## src/rtl/clk_gate_pkg.sv

```systemverilog
// clk_gate_pkg: channel FSM state encoding and default sizing for clk_gate_ctrl
package clk_gate_pkg;
  typedef enum logic [1:0] {
    ST_OFF   = 2'd0,
    ST_ON    = 2'd1,
    ST_DRAIN = 2'd2
  } ch_state_e;
  localparam int DEF_NUM_CH = 8;
  localparam int DEF_CNT_W  = 4;
  localparam int DEF_STAT_W = 16;
endpackage

```

## src/rtl/clk_gate_cell.sv

```systemverilog
// clk_gate_cell: latch-based glitch-free clock gate, stand-in for the library ICG
module clk_gate_cell (
  input  logic clk,
  input  logic en,
  input  logic test_en,
  output logic gated_clk
);
  logic en_l;
  always_latch begin
    if (!clk) en_l = en;
  end
  assign gated_clk = clk & (en_l | test_en);
endmodule

```

## src/rtl/clk_gate_ctrl.sv

```systemverilog
// clk_gate_ctrl: per-channel hysteresis clock gating with a programmable drain window
// Optional CLK_GATE_STATS_EN adds saturating per-channel gated-cycle counters on gated_cnt.
module clk_gate_ctrl
  import clk_gate_pkg::*;
#(
  parameter int NUM_CH = DEF_NUM_CH,
  parameter int CNT_W  = DEF_CNT_W
`ifdef CLK_GATE_STATS_EN
  , parameter int STAT_W = DEF_STAT_W
`endif
) (
  input  logic              clk,
  input  logic              rst_n,
  input  logic [NUM_CH-1:0] active,
  input  logic              force_on,
  input  logic              test_en,
  input  logic [CNT_W-1:0]  idle_timeout,
  output logic [NUM_CH-1:0] gated_clk,
  output logic [NUM_CH-1:0] ch_on,
  output logic              all_idle
`ifdef CLK_GATE_STATS_EN
  , output logic [NUM_CH*STAT_W-1:0] gated_cnt
`endif
);
  logic [NUM_CH-1:0] off_d;
  logic              all_idle_q;
  for (genvar i = 0; i < NUM_CH; i++) begin : g_ch
    logic [1:0]       st_q, st_d;
    logic [CNT_W-1:0] cnt_q, cnt_d;
    logic             req;
    always_comb begin
      req   = active[i] | force_on;
      st_d  = req ? ST_ON
            : st_q == ST_ON ? ST_DRAIN
            : (st_q == ST_DRAIN && cnt_q != '0) ? ST_DRAIN : ST_OFF;
      cnt_d = req ? '0
            : st_q == ST_ON ? idle_timeout
            : (st_q == ST_DRAIN && cnt_q != '0) ? cnt_q - 1'b1 : '0;
    end
    always_ff @(posedge clk) begin
      if (!rst_n) begin
        st_q  <= ST_OFF;
        cnt_q <= '0;
      end else begin
        st_q  <= st_d;
        cnt_q <= cnt_d;
      end
    end
    assign ch_on[i] = st_q != ST_OFF;
    assign off_d[i] = st_d == ST_OFF;
    clk_gate_cell u_cell (
      .clk       (clk),
      .en        (ch_on[i]),
      .test_en   (test_en),
      .gated_clk (gated_clk[i])
    );
`ifdef CLK_GATE_STATS_EN
    logic [STAT_W-1:0] stat_q;
    always_ff @(posedge clk) begin
      if (!rst_n) stat_q <= '0;
      else if (st_q == ST_OFF && stat_q != '1) stat_q <= stat_q + 1'b1;
    end
    assign gated_cnt[i*STAT_W +: STAT_W] = stat_q;
`endif
  end
  // Look at next state so all_idle flips on the same edge the last channel turns off.
  always_ff @(posedge clk) begin
    if (!rst_n) all_idle_q <= 1'b1;
    else all_idle_q <= &off_d;
  end
  assign all_idle = all_idle_q;
endmodule

```

## config.mk

```make
export PLATFORM = sky130hd
export DESIGN_NAME = clk_gate_ctrl
export DESIGN_NICKNAME = d
export VERILOG_FILES = /design/src/rtl/clk_gate_pkg.sv /design/src/rtl/clk_gate_cell.sv /design/src/rtl/clk_gate_ctrl.sv
export SDC_FILE = /design/constraint.sdc
export NUM_CORES = 1
export LEC_CHECK = 0
export CORE_ASPECT_RATIO = 0.5
export CORE_MARGIN = 2
export CORE_UTILIZATION = 32
export CTS_BUF_LIST = sky130_fd_sc_hd__clkbuf_4
export CTS_CLUSTER_SIZE = 20
export DETAILED_ROUTE_END_ITERATION = 8
export SKIP_CTS_REPAIR_TIMING = 1
export SYNTH_ARGS = -nofsm -noshare
export SYNTH_HDL_FRONTEND = slang
export SYNTH_SLANG_ARGS = --single-unit
```

## constraint.sdc

```tcl
create_clock -name clk -period 3.9 [get_ports clk]
set_input_delay 0.78 -clock clk [delete_from_list [all_inputs] [get_ports clk]]
set_output_delay 0.78 -clock clk [all_outputs]
set_load 0.005 [all_outputs]
```

==> impl_metrics.yaml <==
flow_run:
  cap_violations: 0
synth:
  syn_inst: 311
  synth_flop_cell: "dfxtp_1"
  ys_ff_latch: 57
  ys_types: 30
  ys_top_cells_by_area: "dfxtp_1 36%, a22oi_1 8.6%, ha_1 7.4%, nor3_1 7.4%, xor2_1 5.2%"
  ys_async_sr_fraction: 0
  yosysTopAreaCellShare: 0.362
  yosysTopAreaCell: "dfxtp_1"
  avgSynthCellArea_sq_um: 8.72
  synth_edf_count: 0
  netlist_area_sq_um: 2710
  syn_nets: 343
  yosys_warnings: 0
hold_path:
  hold_depth: 3
  hold_end: "g_ch[2].cnt_q[0]"
  hp-class: "flip-flop to flip-flop"
  hp-start: "g_ch[2].cnt_q[0]"
pwr:
  p_leak_nw: 1.17
  seqPwrFrac: 0.461
  netSwitchingFraction: 0.284
  power_frac_clock: 0.433
  ir_worst_vdd_v: 0.000167
  switchingPower_mw: 0.361
  cellPowerDensity_nw_per_um2: 405
  intPower_mw: 0.912
  power_frac_comb: 0.106
sta:
  rsz0062_at_grt: "false"
  final_hold_viol_count: 0
  fin_tns_setup_ns: 0
  hold_slack_ns: 0.590
  finalSetupViolCount: 0
  worst_pin_slew_ns: 0.682
  relSlewSlack: 0.546
  setup_slack_ns: 0.0694
  skew_ns: 0.00528
  final_max_slew_viol_count: 0
finish:
  area_growth_pct: 15.9
  insertedDiodeCount: 0
  nFillCells: 830
  post-route-util: 0.387
  stdcell_count: 449
  drive_above_1_share: 0.0861
  layout.nets: 364
global_route:
  grt_util_all_layers: 0.148
  antenna_found_initial: 0
  grt_pass1_wl_um: 10100
  grt_pass1_vias: 2166
  grt_overflow: 0
  grt_max_degree: 20
clocking:
  insertion_delay_ns: 0.51
  clk_pin_slew_ns: 0.09
  cts_tree: "built"
routing:
  drt-vias-per-instance: 4.82
  drc_errors: 0
  initialDrtViolationCount: 173
  wl_um: 6220
  wl_per_cell_um: 13.9
  vias: 2165
  ant_nets: 0
  detail_route.first_pass.iterations: 4
setup_path:
  r2r_start: "g_ch[5].st_q[1]"
  end_kind: "output port"
  reg2reg_to: "g_ch[5].u_cell.en_l"
  r2r_cells: 1
  required_ns: 3.12
  crit_type: "latch to output port"
  cp.arrival_ns: 3.05
  r2r_setup_slack_ns: 1.23
  start_kind: "latch"
  crit_fanout: 1
floorplanning:
  die_x_um: 134
  io_pins: 33
  die_y_um: 69.1
  start_util: 0.334
  dieArea_sq_um: 9270
  coreArea_sq_um: 8120
  num_rows: 23
place:
  pre_cts_ws_ns: 0.214
  gp_congestion: 0.780
  dp_hpwl_um: 4300
  dp_cells: 429
  port_buffers: 32
outcome:
  status: "finished clean"
[state kept, by name, summed over array words and instances (netlist names)]
register / flops
all_idle: 1
g_ch.st_q: 16
g_ch.cnt_q: 32
g_ch.u_cell.en_l: 8
[synth_stat cells (all sizes together) (2+ instances only)]
cell type and instances:
a21oi 8, a22oi 31, and2b 3, and4bb 3, buf 25, clkbuf 2
dfxtp 49, dlxtn 8, ha 16, inv 24, nand2 3, nand2b 9
nor2 37, nor2b 5, nor3 40, nor4 7, o21a 8, or2 8
xnor2 4, xor2 16
[logic make-up (layout without fill, tap and decap cells)]
kind of cell             count (synthesis)  count (layout)  share of synthesized area
adder cells (fa/ha/maj)                 16              16                     0.0738
AND/OR/NAND/NOR                        117             117                      0.229
XOR/XNOR                                20              20                     0.0646
AO/OA/AOI/OAI                           49              49                      0.131
flip-flops                              49              49                      0.362
latches                                  8               8                     0.0443
buffers and inverters                   52              78                     0.0964
[how the worst max path moves through the flow]
| stage | startpoint | end | slack (ns) | cells after the start |
|---|---|---|---|---|
| 2_1_floorplan | g_ch[0].u_cell.en_l | gated_clk[0] | 0.61 | 2 |
| 6_report | g_ch[6].u_cell.en_l | gated_clk[6] | 0.07 | 2 |
| 5_1_grt | g_ch[1].u_cell.en_l | gated_clk[1] | 0.007 | 2 |
| 3_5_place_dp | g_ch[3].u_cell.en_l | gated_clk[3] | 0.21 | 2 |
| 3_3_place_gp | g_ch[1].u_cell.en_l | gated_clk[1] | 0.22 | 2 |
| 4_1_cts | g_ch[3].u_cell.en_l | gated_clk[3] | -0.34 | 2 |
[metal layers]
metal,vias to the layer above,track usage,share of wire
li1,1089,-,-
met1,1010,0.171,0.46
met2,56,0.219,0.45
met3,10,0.0780,0.070
met4,0,0.0842,0.016
met5,-,0,0
[power by group through the flow]
stage / combinational (mW) / clock, mW / sequential, mW
after global placement: 0.132 / 0.177 / 0.601
after global routing: 0.149 / 0.617 / 0.590
after floorplan: 0.0870 / 0.170 / 0.598
after CTS: 0.136 / 0.605 / 0.587
after detailed placement: 0.135 / 0.177 / 0.601
final: 0.135 / 0.551 / 0.587
[per-stage QoR]
stage,area (sq um),power (mW)
global placement,3010,0.909
floorplan,2710,0.855
global route,3140,1.36
finish,3140,1.27
detailed placement,3010,0.913
CTS,3140,1.33
[layout by cell type, fill, tap and decap left out, types with 9 or more instances in the layout]
cell and instances:
xor2_1 16, nand2b_1 9, nor2_1 36, dfxtp_1 49
inv_1 24, clkdlybuf4s50_1 24, clkbuf_4 13, ha_1 16
a22oi_1 31, nor3_1 40
[worst max-delay path, cell delays in order (launching register included)]
cell and delay (ns):
dlxtn_1 0.40, o21a_1 0.10, dlymetal6s2s_1 0.12
[cell type report]
cell class | instances | area (sq um) | share of cell area
Inverter | 25 | 93.8 | 0.0298
Clock buffer | 21 | 183 | 0.0581
Timing Repair Buffer | 25 | 248 | 0.0788
Multi-Input combinational cell | 202 | 1350 | 0.429
Sequential cell | 57 | 1100 | 0.351
Clock inverter | 7 | 27.5 | 0.00875
Tap cell | 112 | 140 | 0.0446
(Power assumes the default switching activity.)
